===== src/rtl/alu_seq_pkg.sv =====
// Shared definitions for the ALU issue sequencer: default widths, instruction field map, FSM encoding.
// Latency: n/a (definitions only).
// Backpressure: n/a (definitions only).
package alu_seq_pkg;

  localparam int DATA_W_DEF = 8;
  localparam int REG_AW_DEF = 2;

  // Instruction layout, MSB first: sel | rd | ra | rb | use_imm | load_imm | imm
  localparam int IMM_LO       = 0;
  localparam int IMM_HI       = DATA_W_DEF - 1;
  localparam int LOAD_IMM_BIT = DATA_W_DEF;
  localparam int USE_IMM_BIT  = DATA_W_DEF + 1;
  localparam int RB_LO        = DATA_W_DEF + 2;
  localparam int RB_HI        = RB_LO + REG_AW_DEF - 1;
  localparam int RA_LO        = RB_HI + 1;
  localparam int RA_HI        = RA_LO + REG_AW_DEF - 1;
  localparam int RD_LO        = RA_HI + 1;
  localparam int RD_HI        = RD_LO + REG_AW_DEF - 1;
  localparam int SEL_LO       = RD_HI + 1;
  localparam int SEL_HI       = SEL_LO + 4;

  typedef enum logic [1:0] {
    IDLE = 2'd0,
    DEC  = 2'd1,
    EXE  = 2'd2,
    WB   = 2'd3
  } seq_state_t;

endpackage


===== src/rtl/alu_seq_regfile.sv =====
// Small operand register file: two combinational read ports, one synchronous write port.
// Latency: reads same cycle, write visible the cycle after i_we.
// Backpressure: none; a write is always accepted.
module alu_seq_regfile #(
  parameter int DATA_W = 8,
  parameter int REG_AW = 2
) (
  input  logic              clk,
  input  logic              rst_n,
  input  logic [REG_AW-1:0] i_raddr_a,
  input  logic [REG_AW-1:0] i_raddr_b,
  output logic [DATA_W-1:0] o_rdata_a,
  output logic [DATA_W-1:0] o_rdata_b,
  input  logic              i_we,
  input  logic [REG_AW-1:0] i_waddr,
  input  logic [DATA_W-1:0] i_wdata
);

  localparam int NREG = 2 ** REG_AW;

  logic [NREG-1:0][DATA_W-1:0] r_mem;

  // Storage: cleared on reset, one entry updated per write strobe
  always_ff @(posedge clk or negedge rst_n) begin
    if (!rst_n) begin
      r_mem <= '0;
    end else if (i_we) begin
      r_mem[i_waddr] <= i_wdata;
    end
  end

  assign o_rdata_a = r_mem[i_raddr_a];
  assign o_rdata_b = r_mem[i_raddr_b];

endmodule


===== src/rtl/alu_op_sequencer.sv =====
// Issues one encoded instruction at a time to the external combinational 8-bit ALU and writes the result back.
// Latency: accept at T, operands on the ALU during T+2, result strobe at T+3 (T+2 for load_imm), idle again after WB.
// Backpressure: instr_ready is high only in IDLE; offers made while busy are simply not taken.
module alu_op_sequencer
  import alu_seq_pkg::*;
#(
  parameter  int DATA_W  = DATA_W_DEF,
  parameter  int REG_AW  = REG_AW_DEF,
  localparam int INSTR_W = 5 + 3 * REG_AW + 2 + DATA_W
) (
  input  logic               clk,
  input  logic               rst_n,
  input  logic               instr_valid,
  output logic               instr_ready,
  input  logic [INSTR_W-1:0] instr,
  output logic [DATA_W-1:0]  alu_a,
  output logic [DATA_W-1:0]  alu_b,
  output logic               alu_s0,
  output logic               alu_s1,
  output logic               alu_s2,
  output logic               alu_s3,
  output logic               alu_s4,
  input  logic [DATA_W-1:0]  alu_o,
  input  logic               alu_cout,
  output logic               res_valid,
  output logic [DATA_W-1:0]  res_data,
  output logic               res_carry,
  output logic [REG_AW-1:0]  res_rd,
  output logic               busy
);

  seq_state_t         r_state;
  logic [INSTR_W-1:0] r_instr;
  logic [DATA_W-1:0]  r_alu_a;
  logic [DATA_W-1:0]  r_alu_b;
  logic [4:0]         r_sel;
  logic               r_carry;
  logic               r_res_valid;
  logic [DATA_W-1:0]  r_res_data;
  logic               r_res_carry;
  logic [REG_AW-1:0]  r_res_rd;

  // Decoded fields of the latched instruction
  logic [4:0]        w_sel;
  logic [REG_AW-1:0] w_rd;
  logic [REG_AW-1:0] w_ra;
  logic [REG_AW-1:0] w_rb;
  logic              w_use_imm;
  logic              w_load_imm;
  logic [DATA_W-1:0] w_imm;
  logic [DATA_W-1:0] w_rdata_a;
  logic [DATA_W-1:0] w_rdata_b;
  logic              w_we;

  assign w_sel      = r_instr[SEL_HI:SEL_LO];
  assign w_rd       = r_instr[RD_HI:RD_LO];
  assign w_ra       = r_instr[RA_HI:RA_LO];
  assign w_rb       = r_instr[RB_HI:RB_LO];
  assign w_use_imm  = r_instr[USE_IMM_BIT];
  assign w_load_imm = r_instr[LOAD_IMM_BIT];
  assign w_imm      = r_instr[IMM_HI:IMM_LO];

  // Write-back happens at the end of WB from the already-registered result, so an
  // instruction accepted right after sees the new value without any bypass path.
  assign w_we = (r_state == WB);

  alu_seq_regfile #(
    .DATA_W (DATA_W),
    .REG_AW (REG_AW)
  ) u_regfile (
    .clk       (clk),
    .rst_n     (rst_n),
    .i_raddr_a (w_ra),
    .i_raddr_b (w_rb),
    .o_rdata_a (w_rdata_a),
    .o_rdata_b (w_rdata_b),
    .i_we      (w_we),
    .i_waddr   (r_res_rd),
    .i_wdata   (r_res_data)
  );

  // Sequencer FSM with registered ALU drive, result and carry-flag state
  always_ff @(posedge clk or negedge rst_n) begin
    if (!rst_n) begin
      r_state     <= IDLE;
      r_instr     <= '0;
      r_alu_a     <= '0;
      r_alu_b     <= '0;
      r_sel       <= '0;
      r_carry     <= 1'b0;
      r_res_valid <= 1'b0;
      r_res_data  <= '0;
      r_res_carry <= 1'b0;
      r_res_rd    <= '0;
    end else begin
      case (r_state)
        IDLE: begin
          if (instr_valid) begin
            r_instr <= instr;
            r_state <= DEC;
          end
        end
        DEC: begin
          if (w_load_imm) begin
            // ALU drive is left untouched; the carry flag passes through unchanged
            r_res_data  <= w_imm;
            r_res_carry <= r_carry;
            r_res_rd    <= w_rd;
            r_res_valid <= 1'b1;
            r_state     <= WB;
          end else begin
            r_alu_a <= w_rdata_a;
            r_alu_b <= w_use_imm ? w_imm : w_rdata_b;
            r_sel   <= w_sel;
            r_state <= EXE;
          end
        end
        EXE: begin
          r_res_data  <= alu_o;
          r_res_carry <= alu_cout;
          r_res_rd    <= w_rd;
          r_res_valid <= 1'b1;
          r_state     <= WB;
        end
        WB: begin
          r_carry     <= r_res_carry;
          r_res_valid <= 1'b0;
          r_state     <= IDLE;
        end
        default: begin
          r_state <= IDLE;
        end
      endcase
    end
  end

  assign instr_ready = (r_state == IDLE);
  assign busy        = (r_state != IDLE);
  assign alu_a       = r_alu_a;
  assign alu_b       = r_alu_b;
  assign alu_s0      = r_sel[0];
  assign alu_s1      = r_sel[1];
  assign alu_s2      = r_sel[2];
  assign alu_s3      = r_sel[3];
  assign alu_s4      = r_sel[4];
  assign res_valid   = r_res_valid;
  assign res_data    = r_res_data;
  assign res_carry   = r_res_carry;
  assign res_rd      = r_res_rd;

endmodule

===== config.mk =====
export PLATFORM = sky130hd
export DESIGN_NAME = alu_op_sequencer
export DESIGN_NICKNAME = d
export VERILOG_FILES = /design/src/rtl/alu_seq_pkg.sv /design/src/rtl/alu_seq_regfile.sv /design/src/rtl/alu_op_sequencer.sv
export SDC_FILE = /design/constraint.sdc
export NUM_CORES = 1
export LEC_CHECK = 0
export ABC_AREA = 1
export CORE_AREA = 2 2 95 97
export CTS_BUF_LIST = sky130_fd_sc_hd__clkbuf_4 sky130_fd_sc_hd__clkbuf_8
export DETAILED_ROUTE_END_ITERATION = 6
export DIE_AREA = 0 0 97 99
export DONT_BUFFER_PORTS = 1
export SLEW_MARGIN = 10
export SYNTH_ARGS = -nofsm -noshare
export SYNTH_HDL_FRONTEND = slang
export SYNTH_SLANG_ARGS = --single-unit

===== constraint.sdc =====
create_clock -name clk -period 1.7 [get_ports clk]
set_clock_uncertainty 0.1 [all_clocks]
set_input_delay 0.085 -clock clk [delete_from_list [all_inputs] [get_ports clk]]
set_output_delay 0.085 -clock clk [all_outputs]
set_load 0.01 [all_outputs]

# ---- Yosys cells after proc, flatten, opt, wreduce, memory -nomap -nowiden
# Cells that the tools add are included.
# Widths: inputs -> output; s select.
dict set report classes {
  order_cmp 4
  n_eq_ne 5
  n_mux 19
  bitwise 1
  reduce_logical 9
}
# cell count
set op_table {}
lappend op_table {{$mux 8} 5}
lappend op_table {{$bmux 8 s2} 2}
lappend op_table {{$bwmux 32} 1}
lappend op_table {{$demux 8 s2} 1}
lappend op_table {{$pmux 8 s2} 1}
lappend op_table {{$lt 2x3->1 const B} 3}
lappend op_table {{$pmux 2 s4} 1}
lappend op_table {{$reduce_and 2->1} 4}
lappend op_table {{$eq 2x2->1 const B} 2}
lappend op_table {{$mux 2} 2}
lappend op_table {{$ne 2x2->1 const B} 2}
lappend op_table {{$pmux 2 s2} 1}
lappend op_table {{$reduce_bool 2->1} 2}
lappend op_table {{$mux 1} 3}
lappend op_table {{$pmux 1 s3} 1}
lappend op_table {{$reduce_bool 3->1} 1}
lappend op_table {{$eq 2x1->1 const B} 1}
lappend op_table {{$ge 2x1->1 const B} 1}
lappend op_table {{$logic_not 2->1} 1}
lappend op_table {{$pmux 1 s2} 1}
lappend op_table {{$logic_and 1x1->1} 1}
lappend op_table {{$not 1->1} 1}
dict set report totals {
  register_bits 89
  input_bits 33
  output_inout_bits 35
  word_cells 52
}

# ---- Depth between registers and ports, before layout
# Gate-level depths: netlist of run 1.
dict set report logic_depth {
  ltp_word 5
  ltp_mapped 9
  depth_no_buf 8
}

# ---- Hierarchy
# Synthesis of run 1 repeated with hierarchy kept, for this count alone.
dict set report hier_totals {
  hier_cells 611
  area_unflattened_um2 4558.1
}
# mod n_inst cells_per_inst area_each_um2 seq_area_each_um2
set modules_own_cells {}
lappend modules_own_cells {alu_op_sequencer 1 314 2504.9 1426.4}
lappend modules_own_cells {alu_seq_regfile 1 297 2053.2 800.8}

# ---- Least setup slack after synthesis of run 1
# OpenSTA, ideal clock, no wires.
dict set report synth_timing {
  kind {register -> register}
  startpoint {register r_state[0]}
  endpoint {register r_instr[19]}
  setup_time_ns 0.125
  arrival_time_ns 1.369
  t_required_ns 1.475
  setup_slack_ns 0.105
  path_stages_with_launch 6
  path_buffers 1
  synth_period_minus_slack_ns 1.595
  path_cell_list {dfrtp_1 > inv_1 > ha_1 > nand2_2 > buf_4 > mux2_4}
}
dict set report synth_via {
  elab_chain_cells 2
}
# element line_no
set synth_lines {}
lappend synth_lines {{start, declared} alu_op_sequencer.sv:32} ;# seq_state_t r_state;
lappend synth_lines {{start signal, assigned} alu_op_sequencer.sv:85} ;# r_state <= IDLE;
lappend synth_lines {{start signal, assigned} alu_op_sequencer.sv:100} ;# r_state <= DEC;
lappend synth_lines {{start signal, assigned} alu_op_sequencer.sv:110} ;# r_state <= WB;
lappend synth_lines {{$logic_not 2->1} -}
lappend synth_lines {{via instr_ready} alu_op_sequencer.sv:14} ;# output logic instr_ready,
lappend synth_lines {{$reduce_and 2->1 (no source line)} -}
lappend synth_lines {{end signal, assigned} alu_op_sequencer.sv:99} ;# r_instr <= instr;
lappend synth_lines {{end, declared} alu_op_sequencer.sv:33} ;# logic [INSTR_W-1:0] r_instr;
# The timed path passes the listed nets, and every way through them passes these cells.
# A chain may end at the register's enable or synchronous reset.

# ---- Final worst setup path of run 1
dict set report layout_timing {
  startpoint {register r_state[1]}
  endpoint {register r_state[1]}
}
dict set report layout_via {
  elab_chain_cells 2
  word_cells_on_any_way 6
  cone_classes {4 x eq/ne; 1 x mux; 1 x reduce/logical}
}
# element line_no
set layout_lines {}
lappend layout_lines {{$eq 2x2->1 (tied with other cells)} alu_op_sequencer.sv:96} ;# case (r_state)
lappend layout_lines {{$pmux 2 s4 or $ne 2x2->1 (tied branches)} -}
# Several ways; a longest one is shown, not always the timed one.

==> flow_summary.rst, run 1 <==
.. list-table::
   :header-rows: 1

   * - Metric
     - Value
   * - Proportion of power drawn by combinational gates
     - 0.433
   * - Instance count after placement with tap cells included
     - about 620
   * - CP dominant cell by count
     - inv_1
   * - Placer's final routability congestion estimate
     - roughly 0.84
   * - Post-route insts no fill
     - between 600 and 700
   * - Number of placement rows
     - 34
   * - Final Hold Violating Endpoints
     - ~90
   * - Portion of synthesized cell area occupied by the leading cell type
     - 0.5282
   * - Main combinational cell family by area after synthesis
     - simple AND/OR/NAND/NOR gates
   * - Die outline width
     - 97 um
   * - Post-synth top area cell
     - dfrtp_1
   * - IR Drop Worst-Case VDD
     - just over 1 mV
   * - Final setup slack of the worst path
     - around 0.065 ns
   * - Number of antenna violations at the first check in global routing
     - 0
   * - Crit path depth
     - 8
   * - Depth of the worst register-to-register path
     - 8
   * - Clock sink total
     - 89
   * - Clock tree root driver cell
     - clkbuf_8
   * - Switching share of power
     - 0.4391
   * - Boundary pin count
     - 68
   * - Slew margin rel.
     - 0.7570
   * - Per-cell routed wire length
     - 15.98 um
   * - Max capacitance violation total
     - 0
   * - Final ANT Viol Nets
     - 0
   * - Seq pwr share
     - 0.405
   * - Detailed Route WL
     - between 10000 and 15000 um
   * - Parity-gate share of the synthesized area counting xor and xnor cells
     - 0
   * - Starting utilization of the core area
     - 0.4931
   * - P&R area growth vs syn
     - 16.94%
   * - Cell internal pwr
     - roughly 5.5 mW
   * - Clock group share of total power
     - 0.162
   * - Count of flip-flops with a built-in enable after synthesis
     - 0
   * - Post-layout min period
     - between 1.5 and 2 ns
   * - Final total power
     - ~10 mW
   * - Fraction of the mapped netlist area in compound gates
     - 0.1128
   * - Clock Latency Late Sink
     - about 0.35 ns
   * - Kind of start point of the critical path
     - flop
   * - Leakage Power
     - between 2 and 2.5 nW
   * - Setup slack, reg-to-reg
     - 0.06 ns
   * - Period utilization
     - 0.9618
   * - Grt ovf
     - 0
   * - CP Buf/Inv Count
     - 4
   * - Worst hold slack
     - -0.6768 ns
   * - Post-synthesis mux area share
     - 0.01958
   * - Area contributors post-synth
     - dfrtp_1 (53%), nand2_1 (17%), nor2_1 (4.6%)
   * - Post-detailed-route via-to-cell ratio
     - approximately 5.2
   * - Cell area reported after detailed placement
     - roughly 4400 um^2
   * - Post-synthesis instance total
     - approximately 500
   * - Crit end category
     - flop
   * - Number of distinct library cells after synthesis
     - 22
   * - Delay of the slowest critical-path stage
     - between 0.4 and 0.5 ns
   * - Type of the worst min-delay path
     - in -> async
   * - Maximum fanout along the worst path
     - 5
   * - Utilization of the core after routing
     - 0.5767
   * - Sequential fraction of the synthesis area
     - 0.5282
   * - Upper clock frequency limit
     - between 0.6 and 0.7 GHz
   * - Setup crit end
     - r_state[1]
   * - Number of global-route vias before repair
     - 3400
   * - CTS H-Tree Depth
     - 3
   * - Post-route setup TNS
     - 0 ns
   * - Average size of a mapped cell
     - a little over 8 um^2
   * - Synthesized-area fraction occupied by adder cells
     - 0.01484
   * - I/O Buffers
     - 0
   * - Most numerous cell types in the synthesized netlist
     - nand2_1 (186), dfrtp_1 (89), nor2_1 (52), inv_1 (33), o21ai_1 (28)
   * - Most common cell in the synthesized netlist
     - nand2_1
   * - Share of synthesized flip-flops with an asynchronous set or reset
     - 1.000
   * - Count of vias placed by the detailed router
     - 3466
   * - Layout Nets
     - about 590
   * - Post-route design area
     - just under 5000 um^2
   * - Worst path top cell family by delay
     - buffers and inverters
   * - Most used DFF post-synth
     - dfrtp_1
   * - Synthesized netlist net count
     - 552
   * - Clock tree from TritonCTS
     - built
   * - GRT Total Usage
     - 0.2309
   * - Worst slack, placed
     - 0.06334 ns
   * - Drt first-iter violations
     - 210
   * - End of the worst register-to-register path
     - r_state[1]
   * - Simple-gate share of the synthesized area
     - 0.2460
   * - Number of remaining DRC errors
     - 0
   * - First element of the critical path
     - r_state[1]
   * - Share of post-route cells with drive strength above 1
     - 0.1131
   * - Count of inserted antenna diode cells
     - 0
   * - Library cell contributing the largest single delay on the critical path
     - dfrtp_1
   * - Number of buffers created by CTS
     - 9
   * - Wire length of the first global-routing pass
     - between 15000 and 20000 um
   * - Setup repair after global routing missed its margin
     - yes
   * - Cell Area, Synth
     - about 4200 um^2
   * - Crit path cell chain
     - inv_1 > ha_2 > buf_4 > inv_1 > nor2_1 > inv_1 > nand2_1 > o21ai_0
   * - Data required time of the worst path
     - between 1.5 and 2 ns
   * - FF-to-FF Start
     - r_state[1]
   * - Pins over their slew limit
     - 0
   * - Final count of negative-setup-slack endpoints
     - 0
   * - HPWL after detailed placement
     - slightly above 7000 um
   * - Crit Path Class
     - reg -> reg
   * - Worst-margin pin slew
     - around 0.36 ns
   * - Post-CTS Repair Setup Buffers
     - 0
   * - Synthesized flop and latch total
     - between 80 and 90
   * - Power density of the placed cells
     - about 2000 nW/um^2
   * - Violated checks
     - negative hold slack
   * - Arrival time at the worst endpoint
     - approximately 1.8 ns
   * - Net switching power
     - 4.337 mW
   * - Run status
     - finished, violations left
   * - Height of the die
     - 99 um
   * - Clk buf depth
     - 2
   * - First-pass iteration count of the detailed router
     - 5
   * - Worst-path clk slew
     - about 0.1 ns
   * - Die Outline Area
     - just under 10000 um^2
   * - Standard cell core area
     - 8551 um^2
   * - Pin count of the biggest net entering global routing
     - 90
   * - Warnings, synthesis
     - 0
power by group through the flow:
| stage | logic (mW) | registers [mW] | clock network (mW) |
|---|---|---|---|
| after floorplan | 3.16 | 3.77 | 0 |
| after global placement | 4.05 | 4.03 | 0 |
| after detailed placement | 4.15 | 4.05 | 0 |
| after CTS | 4.23 | 4.00 | 1.62 |
| after global routing | 4.90 | 4.14 | 1.70 |
| final | 4.27 | 4.00 | 1.60 |
logic make-up (layout without fill, tap and decap cells):
kind of cell,after synthesis,in the layout
AOI/OAI and AO/OA,89,89
adders and majority gates,5,5
buffers and inverters,63,106
DFF,89,89
muxes,7,7
and+or+nand+nor,261,261
area by class of cell:
class	instances	area (um^2)
fillers	783	3620
flip-flops and latches	89	2227
clock buffers	9	123.9
inverters	39	151.4
multi-input cells	362	1668
clock inverters	6	92.59
well taps	108	135.1
repair buffers	52	533.0
layer usage:
metal	track usage	routed length [um]	vias up	share of wire
met2	0.3707	4844	104	0.46
met5	0	0	-	0
met4	0.06609	170	0	0.016
li1	-	-	1703	-
met3	0.05319	610	13	0.057
met1	0.3171	5002	1646	0.47
worst min-delay path by stage:
stage	endpoint	slack, ns	cells past startpoint
floorplan	alu_a[0]	-0.31	0
global placement	u_regfile.r_mem[4]	-0.31	0
detailed placement	u_regfile.r_mem[4]	-0.31	0
CTS	r_instr[4]	-0.70	0
global route	alu_a[0]	-0.70	0
finish	u_regfile.r_mem[23]	-0.68	0
cells in the final DEF (no fill, tap or decap):
| master | instances |
|---|---|
| nand3_2 | 4 |
| o21ai_2 | 8 |
| bufinv_16 | 2 |
| inv_2 | 3 |
| inv_6 | 2 |
| nor2_1 | 52 |
| buf_12 | 5 |
| nand3_1 | 16 |
| mux2_4 | 1 |
| clkinv_4 | 1 |
| dlygate4sd3_1 | 32 |
| dfrtp_1 | 89 |
| buf_4 | 15 |
| clkbuf_8 | 9 |
| nor2_2 | 1 |
| clkinvlp_4 | 2 |
| nor2_4 | 1 |
| a21oi_1 | 26 |
| nand2_1 | 186 |
| clkinv_1 | 3 |
| inv_1 | 32 |
| o21ai_1 | 28 |
| ha_1 | 3 |
| mux2_2 | 6 |
| o21ai_0 | 27 |
| nand2_4 | 1 |
| ha_2 | 2 |
timing repair:
action	in CTS	in global routing
hold endpoints to repair	121	90
hold buffers	31	1
setup endpoints to repair	0	35
gates resized for setup	0	7
state kept, by name, indices dropped and copies added (netlist names):
signal	count
res_carry	1
r_sel	5
r_instr	21
alu_b	8
r_state	2
alu_a	8
res_data	8
res_rd	2
r_carry	1
u_regfile.r_mem	32
res_valid	1
No activity file was read; power rests on OpenSTA's default activity.
==> run 2: changes to the inputs <==
Settings changed: ABC_AREA 1 to not set, CORE_AREA 2 2 95 97 to 2 2 93 95, CTS_BUF_LIST sky130_fd_sc_hd__clkbuf_4 sky130_fd_sc_hd__clkbuf_8 to sky130_fd_sc_hd__clkbuf_4, DIE_AREA 0 0 97 99 to 0 0 95 97.
Clock period 1.7 ns to 2.1 ns, I/O delays scaled along.
==> run 2 against run 1 <==
Compared with the run above:
- the flow still finishes with violations (negative hold slack)
- die area fell by 4.0%
- clock-buffer cell count did not move
- design area fell by 6.5%
- largest cell class unchanged
- first-iteration DRC count fell by 58%
- sequential share of layout area rose by 3.2 points
==> flow_summary.rst, run 2 <==
.. list-table::
   :header-rows: 1

   * - Metric
     - Value
   * - Run status
     - finished, violations left
   * - Violated checks
     - negative hold slack
   * - Number of global-route vias before repair
     - 2472 (-27%)
   * - Worst-margin pin slew
     - 0.6063 ns (+0.2419 ns)
   * - Maximum fanout along the worst path
     - 8 (+3)
   * - CTS H-Tree Depth
     - 3 (unchanged)
   * - Placer's final routability congestion estimate
     - 0.7273 (-13%)
   * - Data required time of the worst path
     - 2.31 ns (+0.47 ns)
   * - IR Drop Worst-Case VDD
     - 0.7841 mV (-23%)
   * - Most common cell in the synthesized netlist
     - dfrtp_1
   * - Net switching power
     - 2.649 mW (-39%)
   * - Most used DFF post-synth
     - dfrtp_1
   * - Cell internal pwr
     - 4.636 mW (-16%)
   * - Synthesized netlist net count
     - 300 (-46%)
   * - Area contributors post-synth
     - dfrtp_1 (56%), mux2_2 (17%), mux4_2 (6.2%)
   * - Number of distinct library cells after synthesis
     - 24 (+9.1%)
   * - Standard cell core area
     - 8134 um^2 (-4.9%)
   * - Starting utilization of the core area
     - 0.4915 (-0.001660)
   * - Boundary pin count
     - 68 (unchanged)
   * - Post-CTS Repair Setup Buffers
     - 0 (unchanged)
   * - Reg with most FFs
     - u_regfile.r_mem
   * - Type of the worst min-delay path
     - in -> async
   * - Fill cell count
     - 682 (-13%)
   * - Height of the die
     - 97 um (-2.0%)
   * - Worst hold slack
     - -0.7619 ns (-0.08517 ns)
   * - P&R area growth vs syn
     - 15.27%
   * - GRT Total Usage
     - 0.1995 (-0.03139)
   * - Grt ovf
     - 0 (unchanged)
   * - Leakage Power
     - 2.021 nW (-17%)
   * - Met1 Usage GRT
     - 0.2631 (-0.05400)
   * - Utilization of the core after routing
     - 0.5665 (-0.01015)
   * - Clock tree root driver cell
     - clkbuf_4
   * - Area occupied by multi-input gates
     - 1683 um^2 (+0.90%)
   * - Average size of a mapped cell
     - 15.26 um^2 (+86%)
   * - Largest register FFs
     - 32 (unchanged)
   * - Crit Path Class
     - reg -> reg
   * - Most common cell after layout, fill and taps aside
     - dfrtp_1
   * - Met2 Track Usage GR
     - 0.3131 (-0.05758)
   * - Most congested layer reported by global routing
     - met2
   * - Pins over their slew limit
     - 0 (unchanged)
   * - Pin count of the biggest net entering global routing
     - 90 (unchanged)
   * - I/O Buffers
     - 0 (unchanged)
   * - Clk buf depth
     - 2 (unchanged)
   * - Share of post-route cells with drive strength above 1
     - 0.3562 (+0.2431)
   * - HPWL after detailed placement
     - 5378 um (-25%)
   * - Clock Latency Late Sink
     - 0.43 ns (+0.08 ns)
   * - Final ANT Viol Nets
     - 0 (unchanged)
   * - Slew margin rel.
     - 0.5958 (-0.1612)
   * - Arrival time at the worst endpoint
     - 2.10 ns (+0.33 ns)
   * - Die outline width
     - 95 um (-2.1%)
   * - Portion of synthesized cell area occupied by the leading cell type
     - 0.5571 (+0.02893)
   * - Kind of start point of the critical path
     - flop
   * - Sequential fraction of the synthesis area
     - 0.5571 (+0.02893)
   * - Number of placement rows
     - 33 (-2.9%)
   * - Number of remaining DRC errors
     - 0 (unchanged)
   * - Wire length of the first global-routing pass
     - 13590 um (-22%)
   * - Cell Area, Synth
     - 3998 um^2 (-5.2%)
   * - Number of buffers created by CTS
     - 9 (unchanged)
   * - Count of flip-flops with a built-in enable after synthesis
     - 0 (unchanged)
   * - Max capacitance violation total
     - 0 (unchanged)
   * - Crit end category
     - flop
   * - Die Outline Area
     - 9215 um^2 (-4.0%)
   * - Most numerous cell types in the synthesized netlist
     - dfrtp_1 (89), mux2_2 (61), mux2i_1 (18), o21ai_0 (12)
   * - Number of antenna violations at the first check in global routing
     - 0 (unchanged)
   * - Drt first-iter violations
     - 88 (-58%)
   * - Share of synthesized flip-flops with an asynchronous set or reset
     - 1.000 (unchanged)
   * - Count of inserted antenna diode cells
     - 0 (unchanged)
   * - Post-synth top area cell
     - dfrtp_1
   * - Warnings, synthesis
     - 0 (unchanged)
   * - Seq pwr share
     - 0.496 (+0.091)
   * - Detailed Route WL
     - 8573 um (-19%)
   * - Setup repair after global routing missed its margin
     - no
   * - Period utilization
     - 0.9003 (-0.06146)
   * - Number of hold buffers added after CTS
     - 31 (unchanged)
   * - Final Hold Violating Endpoints
     - 89 (unchanged)
   * - Clock sink total
     - 89 (unchanged)
   * - Switching share of power
     - 0.3636 (-0.07548)
   * - Power density of the placed cells
     - 1581 nW/um^2 (-21%)
   * - Upper clock frequency limit
     - 0.5289 GHz (-14%)
   * - Commonest cells after routing, fill and taps aside
     - dfrtp_1 (89), mux2_2 (61), dlygate4sd3_1 (31)
   * - Largest registers
     - u_regfile.r_mem (32), r_instr (21)
   * - Met3 track utilization from global routing
     - 0.05841 (+0.005220)
   * - Layout Nets
     - 339 (-43%)
   * - Proportion of power drawn by combinational gates
     - 0.373 (-0.060)
   * - Post-detailed-route via-to-cell ratio
     - 5.647 (+8.3%)
   * - Clock tree from TritonCTS
     - built
   * - Count of vias placed by the detailed router
     - 2321 (-33%)
   * - Register Area
     - 2227 um^2 (unchanged)
   * - Post-synthesis instance total
     - 262 (-49%)
   * - First-pass iteration count of the detailed router
     - 4 (-1)
   * - Post-layout min period
     - 1.891 ns (+0.2556 ns)
   * - Per-cell routed wire length
     - 20.86 um (+31%)
   * - Final count of negative-setup-slack endpoints
     - 0 (unchanged)
   * - Clock group share of total power
     - 0.131 (-0.031)
   * - Synthesized flop and latch total
     - 89 (unchanged)
   * - Post-route setup TNS
     - 0 ns (unchanged)
   * - Worst-path clk slew
     - 0.15 ns (+0.05 ns)
run 2: cell types whose count changed in the layout (fill, tap and decap cells not counted), sizes merged, moves of 2 or more:
| cell | before | now |
|---|---|---|
| nand2 | 187 | 11 |
| inv | 37 | 4 |
| mux2i | 0 | 18 |
| clkinv | 4 | 2 |
| o21ai | 63 | 12 |
| nand3 | 20 | 1 |
| nor2 | 54 | 8 |
| buf | 20 | 11 |
| nand3b | 0 | 2 |
| mux2 | 7 | 69 |
| mux4 | 0 | 16 |
| a21oi | 26 | 9 |
run 2: what timing repair did:
item | CTS | global route
gates resized for setup | 0 | 0
setup endpoints to repair | 0 | 0
endpoints found under the hold margin | 121 | 89
run 2: area by class of cell:
| class | count | share of cell area |
|---|---|---|
| tap | 105 | 0.02851 |
| inverter | 3 | 0.002444 |
| sequential | 89 | 0.4833 |
| clock buffer | 9 | 0.01466 |
| timing repair buffer | 42 | 0.09069 |
| multi-input combinational | 156 | 0.3652 |
| clock inverter | 7 | 0.01520 |
run 2: worst max-delay path, cell delays in order, from the launching register on:
cell	delay (ns)
dfrtp_1	0.42
ha_1	0.31
nor3b_4	0.54
mux2_2	0.40
run 2: kinds of logic (layout without fill, tap and decap cells):
| group | Yosys count | in the layout | share of synthesized area |
|---|---|---|---|
| DFF | 89 | 89 | 0.5571 |
| AOI/OAI and AO/OA | 23 | 23 | 0.03005 |
| muxes | 103 | 103 | 0.3418 |
| and+or+nand+nor | 25 | 25 | 0.03130 |
| adders and majority gates | 5 | 5 | 0.01565 |
| buffers and inverters | 17 | 61 | 0.02410 |
run 2: final timing paths:
kind / start / to / slack [ns] / cells after the start
setup / recovery: r_state[1] / u_regfile.r_mem[1] / 0.21 / 3
hold / removal: rst_n / r_state[1] / -0.76 / 0
setup reg to reg: r_state[1] / u_regfile.r_mem[1] / 0.21 / 3
hold reg to reg: r_instr[19] / r_sel[3] / 0.42 / 1
max in group asynchronous: rst_n / u_regfile.r_mem[29] / 2.53 / 0
min in group clk: instr_valid / r_instr[8] / 0.01 / 3
run 2: power by group through the flow:
| stage | registers [mW] | clock network (mW) | logic [mW] |
|---|---|---|---|
| final | 3.61 | 0.957 | 2.71 |
| after detailed placement | 3.67 | 0 | 2.69 |
| after global routing | 3.76 | 1.07 | 3.00 |
| after CTS | 3.64 | 0.987 | 2.75 |
| after global placement | 3.65 | 0 | 2.61 |
| after floorplan | 3.17 | 0 | 2.38 |
run 2: layer usage:
metal | vias to the layer above | share of wire | routed length, um
met1 | 1218 | 0.44 | 3746
met2 | 57 | 0.49 | 4232
met5 | - | 0 | 0
li1 | 1033 | - | -
met3 | 13 | 0.052 | 449
met4 | 0 | 0.017 | 145
run 2: through the flow:
stage	cells	setup slack (ns)	hold WS (ns)	cell area (um^2)	power, mW
final	411	0.2093	-0.7619	4608	7.285
after global routing	411	0.08685	-0.8138	4608	7.824
after CTS	411	0.1818	-0.7824	4608	7.368
after detailed placement	364	0.2123	-0.2882	4160	6.365
after global placement	364	0.2362	-0.2882	4160	6.263
after floorplan	262	0.4190	-0.2906	3998	5.550
